===== config.mk =====
export PLATFORM = sky130hd
export DESIGN_NAME = uart_tx
export DESIGN_NICKNAME = d
export VERILOG_FILES = /design/src/rtl/uart_pkg.sv /design/src/rtl/uart_bit_timer.sv /design/src/rtl/uart_tx.sv
export SDC_FILE = /design/constraint.sdc
export NUM_CORES = 1
export LEC_CHECK = 0
export ABC_CLOCK_PERIOD_IN_PS = 3170
export CAP_MARGIN = 20
export CORE_ASPECT_RATIO = 1.1
export CORE_UTILIZATION = 25
export CTS_BUF_LIST = sky130_fd_sc_hd__clkbuf_2
export DETAILED_ROUTE_END_ITERATION = 6
export GPL_TIMING_DRIVEN = 0
export HOLD_SLACK_MARGIN = 0.1
export PLACE_DENSITY = 0.54
export SLEW_MARGIN = 40
export SYNTH_ARGS = -nofsm -noshare
export SYNTH_HDL_FRONTEND = slang
export SYNTH_SLANG_ARGS = --single-unit

===== constraint.sdc =====
create_clock -name clk -period 3.17 [get_ports clk]
set_input_delay 0.634 -clock clk [delete_from_list [all_inputs] [get_ports clk]]
set_output_delay 0.634 -clock clk [all_outputs]
set_load 0.005 [all_outputs]

===== src/rtl/uart_pkg.sv =====
// Shared definitions for the UART transmitter and receiver: state encoding,
// default bit timing and the line levels of an asynchronous frame.
package uart_pkg;

   typedef enum logic [1:0] {
      IDLE  = 2'd0,
      START = 2'd1,
      DATA  = 2'd2,
      STOP  = 2'd3
   } uart_state_t;

   localparam int DEFAULT_CLKS_PER_BIT = 8;

   localparam logic UART_IDLE_LEVEL = 1'b1;
   localparam logic START_LEVEL     = 1'b0;
   localparam logic STOP_LEVEL      = 1'b1;

   // Total system clocks occupied by one frame on the line.
   function automatic int frame_cycles(input int clks_per_bit,
                                       input int data_bits,
                                       input int stop_bits);
      return clks_per_bit * (1 + data_bits + stop_bits);
   endfunction

endpackage


===== src/rtl/uart_bit_timer.sv =====
// Bit-period clock-enable: counts system clocks and flags the last clock of
// every serial bit so the FSM can advance on exact bit boundaries.
module uart_bit_timer
   import uart_pkg::*;
#(
   parameter int CLKS_PER_BIT = DEFAULT_CLKS_PER_BIT
) (
   input  logic clk,
   input  logic rst,
   input  logic clear,
   output logic bit_done
);

   localparam int CW = (CLKS_PER_BIT > 1) ? $clog2(CLKS_PER_BIT) : 1;
   localparam logic [CW-1:0] LAST_CNT = CW'(CLKS_PER_BIT - 1);

   logic [CW-1:0] clk_cnt;

   // Wraps on its own at the bit boundary; clear re-aligns it to a new frame.
   always_ff @(posedge clk or posedge rst) begin
      if (rst) begin
         clk_cnt <= '0;
      end else if (clear || (clk_cnt == LAST_CNT)) begin
         clk_cnt <= '0;
      end else begin
         clk_cnt <= clk_cnt + 1'b1;
      end
   end

   assign bit_done = (clk_cnt == LAST_CNT);

endmodule


===== src/rtl/uart_tx.sv =====
// UART transmitter: takes a word over a valid/ready handshake and shifts it
// out as start bit, data LSB first, then one or two stop bits.
module uart_tx
   import uart_pkg::*;
#(
   parameter int CLKS_PER_BIT = DEFAULT_CLKS_PER_BIT,
   parameter int DATA_BITS    = 8,
   parameter int STOP_BITS    = 1
) (
   input  logic                 clk,
   input  logic                 rst,
   input  logic [DATA_BITS-1:0] tx_data,
   input  logic                 tx_valid,
   output logic                 tx_ready,
   output logic                 tx,
   output logic                 busy
);

   localparam int BW = $clog2(DATA_BITS);
   localparam logic [BW-1:0] LAST_DATA = BW'(DATA_BITS - 1);
   localparam logic [BW-1:0] LAST_STOP = BW'(STOP_BITS - 1);

   uart_state_t          state;
   logic [DATA_BITS-1:0] shift_reg;
   logic [BW-1:0]        bit_cnt;
   logic                 bit_done;
   logic                 last_stop;
   logic                 handshake;
   logic                 timer_clear;

   // Ready in the final stop clock lets a new frame start with no idle gap.
   assign last_stop   = (state == STOP) && bit_done && (bit_cnt == LAST_STOP);
   assign tx_ready    = (state == IDLE) || last_stop;
   assign handshake   = tx_valid && tx_ready;
   assign busy        = (state != IDLE);
   assign timer_clear = handshake || (state == IDLE);

   uart_bit_timer #(
      .CLKS_PER_BIT(CLKS_PER_BIT)
   ) u_bit_timer (
      .clk     (clk),
      .rst     (rst),
      .clear   (timer_clear),
      .bit_done(bit_done)
   );

   // tx is loaded with the level of the state being entered, keeping it a
   // pure register output aligned with the state change.
   always_ff @(posedge clk or posedge rst) begin
      if (rst) begin
         state     <= IDLE;
         tx        <= UART_IDLE_LEVEL;
         shift_reg <= '0;
         bit_cnt   <= '0;
      end else begin
         case (state)
            IDLE: begin
               tx <= UART_IDLE_LEVEL;
               if (handshake) begin
                  shift_reg <= tx_data;
                  bit_cnt   <= '0;
                  state     <= START;
                  tx        <= START_LEVEL;
               end
            end

            START: begin
               if (bit_done) begin
                  bit_cnt <= '0;
                  state   <= DATA;
                  tx      <= shift_reg[0];
               end
            end

            DATA: begin
               if (bit_done) begin
                  shift_reg <= shift_reg >> 1;
                  if (bit_cnt == LAST_DATA) begin
                     bit_cnt <= '0;
                     state   <= STOP;
                     tx      <= STOP_LEVEL;
                  end else begin
                     bit_cnt <= bit_cnt + 1'b1;
                     tx      <= shift_reg[1];
                  end
               end
            end

            STOP: begin
               if (bit_done) begin
                  if (bit_cnt == LAST_STOP) begin
                     bit_cnt <= '0;
                     if (handshake) begin
                        shift_reg <= tx_data;
                        state     <= START;
                        tx        <= START_LEVEL;
                     end else begin
                        state <= IDLE;
                        tx    <= UART_IDLE_LEVEL;
                     end
                  end else begin
                     bit_cnt <= bit_cnt + 1'b1;
                  end
               end
            end

            default: begin
               state <= IDLE;
               tx    <= UART_IDLE_LEVEL;
            end
         endcase
      end
   end

endmodule


==> metrics.json, run 1 <==
{
  "outcome": {
    "outcome": "completed"
  },
  "detailed_routing": {
    "detail_route.first_pass.iterations": 4,
    "drt-wirelength-per-cell_um": 11.8,
    "number_of_design_rule_violations_left_by_the_first_detailed_router_iteration": 22,
    "postRouteAntennaNets": 0,
    "detailroute.via_count": 768,
    "drcViolationCount": 0,
    "final_wirelength_um": 2010,
    "mean_number_of_vias_per_cell": 4.49
  },
  "clock_network": {
    "buffers_from_clock_root_to_sink_at_most": 2,
    "clkLatencyLatePin_ns": 0.30,
    "cts_inserted_buffers": 3,
    "cts.reportedPaths.clkPinSlew_ns": 0.17,
    "post_cts.repair.setup_buffers": 0,
    "clock_tree.htree_level_count": 1,
    "cts-hold-fix-buffers": 0,
    "clock_sink_count": 17,
    "tritoncts": "done",
    "cts_root_buffer": "sky130_fd_sc_hd__clkbuf_2",
    "cts-resized-gates": 0
  },
  "sta": {
    "slew_headroom_pct": 56.3,
    "worst_pin_slew_ns": 0.655,
    "timing_max_transition_violations_final": 0,
    "fin_tns_setup_ns": 0,
    "final_period_utilization_pct": 88.2,
    "setup_failing_eps_final": 0,
    "rsz0062_at_grt": "no",
    "final-hold-violation-count": 0,
    "finalClockSkew_ns": 0.0160,
    "max_freq_mhz": 358,
    "minimum_clock_period_ns": 2.80
  },
  "floorplanning": {
    "fp-row-count": 23,
    "placeableCoreArea_sq_um": 3740,
    "io_pins": 14,
    "dieWidth_um": 62.6,
    "chipHeight_um": 68.7,
    "starting_density_of_the_core_pct": 27.0,
    "design.die.area_sq_um": 4300
  },
  "pwr": {
    "peakVddDrop_mv": 0.389,
    "p_leak_nw": 0.578,
    "power-per-cell-area_nw_per_um2": 887
  },
  "global_routing": {
    "wire_length_of_the_first_global_routing_pass_um": 3410,
    "globalRoute.totalOverflow": 0,
    "grt.total_usage_pct": 10.3,
    "grt_pass1_vias": 765,
    "pin_count_of_the_biggest_net_entering_global_routing": 18,
    "antenna_found_initial": 0
  },
  "synth": {
    "post_synth_main_area_contributors": "sky130_fd_sc_hd__dfrtp_1 40%, sky130_fd_sc_hd__ha_1 14%, sky130_fd_sc_hd__inv_1 8.2%",
    "synth_net_count": 126,
    "register_bit_total_from_synthesis": 17,
    "yosys.area.top_type_share_pct": 39.7,
    "synth.cell_area_sq_um": 1010,
    "syn-mean-instance-area_sq_um": 9.71,
    "synthDominantAreaCellType": "sky130_fd_sc_hd__dfrtp_1",
    "yosysWarnings": 0,
    "synth_seq_area_share_pct": 42.3,
    "synth_cells": 104,
    "netlist-cell-type-count": 29
  },
  "setup_path": {
    "worstSetupPathType": "reg2out",
    "crit_path_max_fanout": 7,
    "data_required_critical_path_ns": 2.54,
    "setup.worst_path.end_class": "output port",
    "worst_ep_arrival_time_ns": 2.16,
    "startpoint_type": "flop",
    "r2r_slack_ns": 1.01
  },
  "final_layout": {
    "diode_insertion_count_for_antenna_repair": 0,
    "layout-area-overhead-vs-synth_pct": 21.1,
    "finalNetCount": 144,
    "post_route_cells_drive_above_1_share_pct": 9.09,
    "fillCellCount": 411,
    "layout.core_utilization_pct": 32.7,
    "largest_reg_flops": 8
  },
  "place": {
    "io_buffers": 13,
    "hpwlAfterDp_um": 1590,
    "gpl.final_weighted_congestion": 0.774
  },
  "hold_path": {
    "min-delay-path-class": "reg2reg"
  },
  "run": {
    "max-cap-violations": 0
  }
}
[per-stage QoR]
stage / worst slack [ns] / hold WS [ns] / instances / power [W] / area [sq um]
2_1_floorplan: 1.19 / 0.415 / 104 / 0.000829 / 1010
3_5_place_dp: 0.723 / 0.447 / 167 / 0.000998 / 1200
5_1_grt: 0.251 / 0.474 / 171 / 0.00120 / 1220
3_3_place_gp: 0.770 / 0.428 / 167 / 0.000976 / 1200
6_report: 0.375 / 0.466 / 171 / 0.00108 / 1220
4_1_cts: 0.331 / 0.469 / 171 / 0.00110 / 1220
[logic make-up (layout without fill, tap and decap cells)]
group	count (synthesis)	in the layout	share of synthesized area (%)
AOI/OAI and AO/OA	28	28	22.1
and+or+nand+nor	24	24	11.8
buffers and inverters	22	39	8.18
DFF	17	17	42.3
adders and majority gates	11	11	13.6
muxes	2	2	2.11
[path summary, 6_finish.rpt]
kind / from / to / depth (start not counted)
max in group asynchronous: rst / state[1] / 2
worst max register to register: u_bit_timer.clk_cnt[0] / state[0] / 6
worst min-delay path: u_bit_timer.clk_cnt[0] / u_bit_timer.clk_cnt[0] / 1
worst min register to register: u_bit_timer.clk_cnt[0] / u_bit_timer.clk_cnt[0] / 1
min in group asynchronous: rst / shift_reg[0] / 2
worst max-delay path: u_bit_timer.clk_cnt[0] / tx_ready / 5
[placed cells by master, fill, tap and decap left out, types with 3 or more instances in the layout]
cell                              instances
sky130_fd_sc_hd__inv_1                   22
sky130_fd_sc_hd__dfrtp_1                 16
sky130_fd_sc_hd__clkdlybuf4s50_1         13
sky130_fd_sc_hd__ha_1                    11
sky130_fd_sc_hd__nor2_1                   7
sky130_fd_sc_hd__nand2_1                  6
sky130_fd_sc_hd__o21ai_0                  5
sky130_fd_sc_hd__a221oi_1                 5
sky130_fd_sc_hd__o22ai_1                  4
sky130_fd_sc_hd__a21oi_1                  3
sky130_fd_sc_hd__nor3_1                   3
sky130_fd_sc_hd__clkbuf_2                 3
[routing by layer]
layer / track usage (%) / share of wire [%] / vias to the layer above
met4: 2.62 / 0.50 / 0
met3: 3.62 / 2.6 / 2
met5: 0 / 0 / -
li1: - / - / 397
met1: 12.8 / 48 / 361
met2: 17.4 / 49 / 8
[report_power, final]
part           internal, W  switching, W
clock            0.0000286     0.0000680
combinational     0.000282      0.000330
sequential        0.000315     0.0000603
[worst max-delay path: stages, from the launching register on]
cell,delay (ns)
sky130_fd_sc_hd__dfrtp_1,0.43
sky130_fd_sc_hd__ha_1,0.21
sky130_fd_sc_hd__ha_1,0.28
sky130_fd_sc_hd__and4b_1,0.27
sky130_fd_sc_hd__or2_1,0.23
sky130_fd_sc_hd__clkdlybuf4s50_1,0.45
[final cells by class]
| cell class | instances | area [sq um] | area share, % |
|---|---|---|---|
| Multi-Input combinational cell | 65 | 500 | 40.9 |
| Sequential cell | 17 | 427 | 34.9 |
| Timing Repair Buffer | 13 | 130 | 10.6 |
| Inverter | 22 | 82.6 | 6.76 |
| Tap cell | 50 | 62.6 | 5.12 |
| Clock buffer | 3 | 15.0 | 1.23 |
| Clock inverter | 1 | 5.00 | 0.409 |
[synthesized netlist by cell type, drive strengths merged]
| master | n |
|---|---|
| mux2i | 1 |
| and4b | 1 |
| a22oi | 2 |
| o21ba | 1 |
| nor2 | 7 |
| ha | 11 |
| o32a | 1 |
| a221o | 1 |
| a221oi | 5 |
| a21oi | 3 |
| dfstp | 1 |
| nand3 | 1 |
| o2111ai | 1 |
| dfrtp | 16 |
| mux2 | 1 |
| a2111oi | 1 |
| nor2b | 1 |
| inv | 22 |
| nor3b | 2 |
| nor3 | 3 |
| a22o | 1 |
| o22ai | 4 |
| o21ai | 7 |
| nand2 | 6 |
| or2 | 3 |
| a311o | 1 |
Note: power is estimated with default switching activity, not from simulation.
==> inputs of run 2 (changes only) <==
- ABC_AREA: default -> 1
- PLACE_DENSITY: 0.54 -> 0.53
==> run 2 against run 1 <==
Utilization shrank 0.55 points. Global-route usage grew 0.33 points. Largest power group is now sequential cells. Via count grew 18%. Cell count grew 22%. Clock skew shrank 0.0050 ns. Sequential share of layout area shrank 2.1 points.
==> metrics.json, run 2 <==
{
  "outcome": {
    "outcome": "completed"
  },
  "final_layout": {
    "most_used_cells_in_the_layout_excluding_fill_and_tap_cells": "54 x sky130_fd_sc_hd__nand2_1, 16 x sky130_fd_sc_hd__dfrtp_1, 13 x sky130_fd_sc_hd__clkdlybuf4s50_1",
    "layout-area-overhead-vs-synth_pct": 19.8,
    "post_route_cells_drive_above_1_share_pct": 13.5,
    "fillCellCount": 452,
    "diode_insertion_count_for_antenna_repair": 0,
    "largest_reg_flops": 8,
    "final-seq-area_sq_um": 427,
    "finalNetCount": 179,
    "layout.cells.most_common": "sky130_fd_sc_hd__nand2_1",
    "area_used_by_multi_input_combinational_logic_sq_um": 592
  },
  "clock_network": {
    "cts-resized-gates": 0,
    "clock_sink_count": 17,
    "cts.reportedPaths.clkPinSlew_ns": 0.16,
    "tritoncts": "done",
    "cts-hold-fix-buffers": 0,
    "cts_root_buffer": "sky130_fd_sc_hd__clkbuf_2",
    "clock_tree.htree_level_count": 1,
    "buffers_from_clock_root_to_sink_at_most": 2,
    "cts_inserted_buffers": 3,
    "post_cts.repair.setup_buffers": 0,
    "clkLatencyLatePin_ns": 0.29
  },
  "detailed_routing": {
    "met2_length_um": 1040,
    "mean_number_of_vias_per_cell": 4.37,
    "highest-signal-layer": "met4",
    "number_of_design_rule_violations_left_by_the_first_detailed_router_iteration": 28,
    "final_wirelength_um": 2160,
    "detail_route.first_pass.iterations": 4,
    "postRouteAntennaNets": 0,
    "drcViolationCount": 0,
    "dr_wl_met3_um": 88,
    "detailroute.via_count": 909,
    "drt-met1-wl_um": 994,
    "drt-wirelength-per-cell_um": 10.4
  },
  "pwr": {
    "switching_share_of_power_pct": 31.6,
    "peakVddDrop_mv": 0.134,
    "comb_power_share_pct": 25.4,
    "design_power_total_w": 0.000454,
    "clockPowerShare_pct": 22.4,
    "net-switching-power_w": 0.000144,
    "power_report.internal_total_w": 0.000311,
    "power-per-cell-area_nw_per_um2": 349,
    "sequentialPowerShare_pct": 52.1,
    "p_leak_nw": 0.714
  },
  "hold_path": {
    "min-delay-path-class": "reg2reg",
    "origin_of_the_worst_min_delay_path": "u_bit_timer.clk_cnt[0]",
    "worstHoldEndpoint": "u_bit_timer.clk_cnt[0]",
    "worst_hold_path.num_cells": 1
  },
  "global_routing": {
    "antenna_found_initial": 0,
    "grt_pass1_vias": 877,
    "pin_count_of_the_biggest_net_entering_global_routing": 18,
    "globalRoute.totalOverflow": 0,
    "wire_length_of_the_first_global_routing_pass_um": 3840,
    "grt.total_usage_pct": 10.7
  },
  "sta": {
    "worst_pin_slew_ns": 0.697,
    "final_period_utilization_pct": 77.4,
    "timing_max_transition_violations_final": 0,
    "fin_tns_setup_ns": 0,
    "setup_failing_eps_final": 0,
    "rsz0062_at_grt": "no",
    "slew_headroom_pct": 53.5,
    "finalClockSkew_ns": 0.0110,
    "max_freq_mhz": 408,
    "final-hold-violation-count": 0,
    "minimum_clock_period_ns": 2.45
  },
  "floorplanning": {
    "dieWidth_um": 64.9,
    "fp-row-count": 24,
    "placeableCoreArea_sq_um": 4050,
    "io_pins": 14,
    "design.die.area_sq_um": 4620,
    "chipHeight_um": 71.2,
    "starting_density_of_the_core_pct": 26.8
  },
  "setup_path": {
    "rr_endpoint": "shift_reg[2]",
    "worstSetupPathType": "reg2out",
    "startpoint_type": "flop",
    "worst_ep_arrival_time_ns": 1.82,
    "crit_path_max_fanout": 6,
    "critical_path.reg2reg.startpoint": "state[0]",
    "setup.worst_path.end_class": "output port",
    "reg2reg_depth": 8,
    "data_required_critical_path_ns": 2.54,
    "r2r_slack_ns": 1.56
  },
  "synth": {
    "syn-mean-instance-area_sq_um": 7.82,
    "synth.cells.most_frequent": "54 x sky130_fd_sc_hd__nand2_1, 16 x sky130_fd_sc_hd__dfrtp_1, 12 x sky130_fd_sc_hd__inv_1, 12 x sky130_fd_sc_hd__nand3_1, 11 x sky130_fd_sc_hd__ha_1",
    "netlist-cell-type-count": 18,
    "synth_seq_area_share_pct": 39.2,
    "register_bit_total_from_synthesis": 17,
    "ys.flop_type": "sky130_fd_sc_hd__dfrtp_1",
    "yosysWarnings": 0,
    "post_synth_main_area_contributors": "sky130_fd_sc_hd__dfrtp_1 37%, sky130_fd_sc_hd__nand2_1 19%, sky130_fd_sc_hd__ha_1 13%",
    "async_reset_ff_share_pct": 100,
    "yosys.area.top_type_share_pct": 36.8,
    "synth.cell_area_sq_um": 1090,
    "synth_net_count": 161,
    "synth_cells": 139,
    "synthDominantAreaCellType": "sky130_fd_sc_hd__dfrtp_1",
    "number_of_flops_mapped_to_enable_cells_by_yosys": 0,
    "post-synth-top-count-cell": "sky130_fd_sc_hd__nand2_1"
  },
  "place": {
    "hpwlAfterDp_um": 1660,
    "gpl.final_weighted_congestion": 0.734,
    "io_buffers": 13
  },
  "run": {
    "max-cap-violations": 0
  }
}
[run 2: worst max-delay path, stage by stage, from the launching register on]
cell	delay, ns
sky130_fd_sc_hd__dfrtp_1	0.48
sky130_fd_sc_hd__ha_1	0.28
sky130_fd_sc_hd__nand2_1	0.08
sky130_fd_sc_hd__inv_1	0.07
sky130_fd_sc_hd__nand2_2	0.06
sky130_fd_sc_hd__nand2_4	0.08
sky130_fd_sc_hd__clkdlybuf4s50_1	0.50
[run 2: cell families (layout without fill, tap and decap cells)]
kind of cell             count (synthesis)  count (layout)  share of synthesized area [%]
adder cells (fa/ha/maj)                 11              11                           12.7
AO/OA/AOI/OAI                           10              10                           4.95
flip-flops                              17              17                           39.2
buffers and inverters                   18              35                           6.33
AND/OR/NAND/NOR                         83              83                           36.8
[run 2: metrics by stage]
step	instance area (sq um)	util (%)	hold slack [ns]	setup WS (ns)	std cells
3_5_place_dp	1280	31.6	0.429	1.05	204
6_report	1300	32.1	0.442	0.717	208
5_1_grt	1300	32.1	0.458	0.565	208
3_3_place_gp	1280	31.6	0.419	1.08	204
4_1_cts	1300	32.1	0.449	0.679	208
2_1_floorplan	1090	-	0.410	1.57	139
[run 2: cell type report]
cell class	count	share of cell area [%]
buffer	1	0.384
clock buffer	4	1.54
inverter	17	4.90
multi-input combinational	104	45.4
sequential	17	32.8
tap	52	5.00
timing repair buffer	13	9.99
[run 2: how the worst max path moves through the flow]
stage / startpoint / to / slack (ns) / depth (start not counted)
floorplan: u_bit_timer.clk_cnt[0] / tx_ready / 1.57 / 6
global placement: state[0] / tx_ready / 1.08 / 6
detailed placement: bit_cnt[0] / tx_ready / 1.05 / 7
CTS: bit_cnt[0] / tx_ready / 0.68 / 7
global route: state[0] / tx_ready / 0.57 / 6
finish: state[0] / tx_ready / 0.72 / 6
[run 2: power by group through the flow]
stage / Combinational (W) / Clock [W] / Sequential (W)
6_report: 0.000115 / 0.000102 / 0.000237
5_1_grt: 0.000132 / 0.000120 / 0.000239
4_1_cts: 0.000117 / 0.000108 / 0.000237
3_5_place_dp: 0.000117 / 0 / 0.000241
3_3_place_gp: 0.000114 / 0 / 0.000240
2_1_floorplan: 0.0000787 / 0 / 0.000239
[run 2: routing by layer]
| layer | GRT usage, % | vias to the layer above |
|---|---|---|
| met3 | 1.13 | 4 |
| met1 | 13.4 | 413 |
| li1 | - | 469 |
| met5 | 0 | - |
| met4 | 4.44 | 0 |
| met2 | 18.4 | 23 |
==> inputs of run 3 (changes only) <==
- ABC_CLOCK_PERIOD_IN_PS: 3170 -> 2400
- clock period: 3.17 -> 2.4 ns (I/O delays scaled with it)
==> run 3 against run 2 <==
Sequential power is 32% higher. Die area unchanged. Power up 32%. Largest cell class unchanged.
==> metrics.json, run 3 (synthesis gave the netlist of run 2 again) <==
{
  "final_layout": {
    "finalNetCount": 180,
    "layout-area-overhead-vs-synth_pct": 21.1,
    "layout.cells.most_common": "sky130_fd_sc_hd__nand2_1",
    "most_used_cells_in_the_layout_excluding_fill_and_tap_cells": "54 x sky130_fd_sc_hd__nand2_1, 15 x sky130_fd_sc_hd__dfrtp_1, 13 x sky130_fd_sc_hd__clkdlybuf4s50_1",
    "fillCellCount": 450,
    "final-seq-area_sq_um": 428,
    "post_route_cells_drive_above_1_share_pct": 15.9,
    "largest_reg_flops": 8,
    "layout.core_utilization_pct": 32.5,
    "diode_insertion_count_for_antenna_repair": 0,
    "area_used_by_multi_input_combinational_logic_sq_um": 597
  },
  "clock_network": {
    "clock_tree.htree_level_count": 1,
    "cts_root_buffer": "sky130_fd_sc_hd__clkbuf_2",
    "buffers_from_clock_root_to_sink_at_most": 2,
    "cts_inserted_buffers": 3,
    "cts.reportedPaths.clkPinSlew_ns": 0.17,
    "tritoncts": "done",
    "clock_sink_count": 17,
    "clkLatencyLatePin_ns": 0.29
  },
  "setup_path": {
    "setup.worst_path.end_class": "output port",
    "critPathMostFrequentCell": "sky130_fd_sc_hd__inv_1",
    "path_cells": "inv_1, ha_1, inv_1, nor2_2, nand2_2, nand2_4, clkdlybuf4s50_1",
    "critPathBufInv": 3,
    "worstSetupPathType": "reg2out",
    "data_required_critical_path_ns": 1.92,
    "crit_slowest_cell": "sky130_fd_sc_hd__clkdlybuf4s50_1",
    "startpoint_type": "flop",
    "worst_ep_arrival_time_ns": 1.77,
    "biggest_cell_delay_along_the_critical_path_ns": 0.50,
    "crit_path_max_fanout": 3,
    "critPathTopFamily": "buffers and inverters"
  },
  "sta": {
    "fin_tns_setup_ns": 0,
    "final-hold-violation-count": 0,
    "slew_headroom_pct": 53.5,
    "setup_failing_eps_final": 0,
    "finalClockSkew_ns": 0.00900,
    "minimum_clock_period_ns": 2.25,
    "fin_hold_ws_ns": 0.441,
    "max_freq_mhz": 444,
    "worst_pin_slew_ns": 0.697,
    "rsz0062_at_grt": "no",
    "worst_slack_ns": 0.149,
    "final_period_utilization_pct": 93.8,
    "timing_max_transition_violations_final": 0
  },
  "hold_path": {
    "min-delay-path-class": "reg2reg"
  },
  "detailed_routing": {
    "number_of_design_rule_violations_left_by_the_first_detailed_router_iteration": 30,
    "postRouteAntennaNets": 0,
    "drt-wirelength-per-cell_um": 10.3,
    "mean_number_of_vias_per_cell": 4.32,
    "detail_route.first_pass.iterations": 4,
    "final_wirelength_um": 2150,
    "detailroute.via_count": 903,
    "drcViolationCount": 0
  },
  "global_routing": {
    "globalRoute.totalOverflow": 0,
    "grt_pass1_vias": 877,
    "antenna_found_initial": 0,
    "pin_count_of_the_biggest_net_entering_global_routing": 18,
    "grt.total_usage_pct": 10.7,
    "wire_length_of_the_first_global_routing_pass_um": 3840,
    "busiest_layer": "met2",
    "grt_use_met1_pct": 13.4,
    "grt_util_met2_pct": 18.4,
    "grtUsageMet3_pct": 1.13
  },
  "floorplanning": {
    "io_pins": 14,
    "chipHeight_um": 71.2,
    "starting_density_of_the_core_pct": 26.8,
    "dieWidth_um": 64.9,
    "fp-row-count": 24,
    "placeableCoreArea_sq_um": 4050,
    "design.die.area_sq_um": 4620
  },
  "pwr": {
    "power_report.internal_total_w": 0.000411,
    "sequentialPowerShare_pct": 52.2,
    "switching_share_of_power_pct": 31.5,
    "clockPowerShare_pct": 22.3,
    "power-per-cell-area_nw_per_um2": 455,
    "p_leak_nw": 0.716,
    "comb_power_share_pct": 25.4,
    "design_power_total_w": 0.000599,
    "peakVddDrop_mv": 0.176,
    "net-switching-power_w": 0.000189
  },
  "place": {
    "hpwlAfterDp_um": 1660,
    "pre_cts_ws_ns": 0.438,
    "gpl.final_weighted_congestion": 0.734,
    "io_buffers": 13
  },
  "run": {
    "max-cap-violations": 0
  },
  "outcome": {
    "outcome": "completed"
  }
}
run 3: power by group through the flow:
stage               combinational, W  clock [W]  sequential, W
floorplan                   0.000104          0       0.000316
global placement            0.000151          0       0.000318
detailed placement          0.000155          0       0.000318
CTS                         0.000155   0.000142       0.000313
global route                0.000174   0.000158       0.000316
finish                      0.000153   0.000134       0.000313
run 3: timing repair:
action	CTS	global route
gates resized for setup	0	3
endpoints found under the setup margin	0	1
hold buffers	0	0
buffers inserted	0	1
run 3: final timing paths:
path,start,endpoint,slack [ns],depth (start not counted)
max reg2reg,state[0],shift_reg[2],0.85,8
max,bit_cnt[0],tx_ready,0.15,7
min in group asynchronous,rst,shift_reg[4],0.57,2
min,u_bit_timer.clk_cnt[0],u_bit_timer.clk_cnt[0],0.44,1
min reg2reg,u_bit_timer.clk_cnt[0],u_bit_timer.clk_cnt[0],0.44,1
max in group asynchronous,rst,state[0],1.35,2
run 3: cell type report:
| type | instances | share of cell area [%] |
|---|---|---|
| clock buffer | 4 | 1.52 |
| tap | 52 | 4.94 |
| timing repair buffer | 14 | 10.5 |
| multi-input combinational | 104 | 45.3 |
| buffer | 1 | 0.380 |
| sequential | 17 | 32.5 |
| inverter | 17 | 4.85 |
run 3: through the flow:
| step | instances | instance area, sq um |
|---|---|---|
| 6_report | 209 | 1320 |
| 5_1_grt | 209 | 1320 |
| 4_1_cts | 208 | 1300 |
| 3_5_place_dp | 204 | 1280 |
| 3_3_place_gp | 204 | 1280 |
| 2_1_floorplan | 139 | 1090 |
run 3: metal layers:
metal | vias to the layer above | wire length (um)
met3 | 4 | 86
met5 | - | 0
met4 | 0 | 35
met1 | 407 | 997
li1 | 468 | -
met2 | 24 | 1030
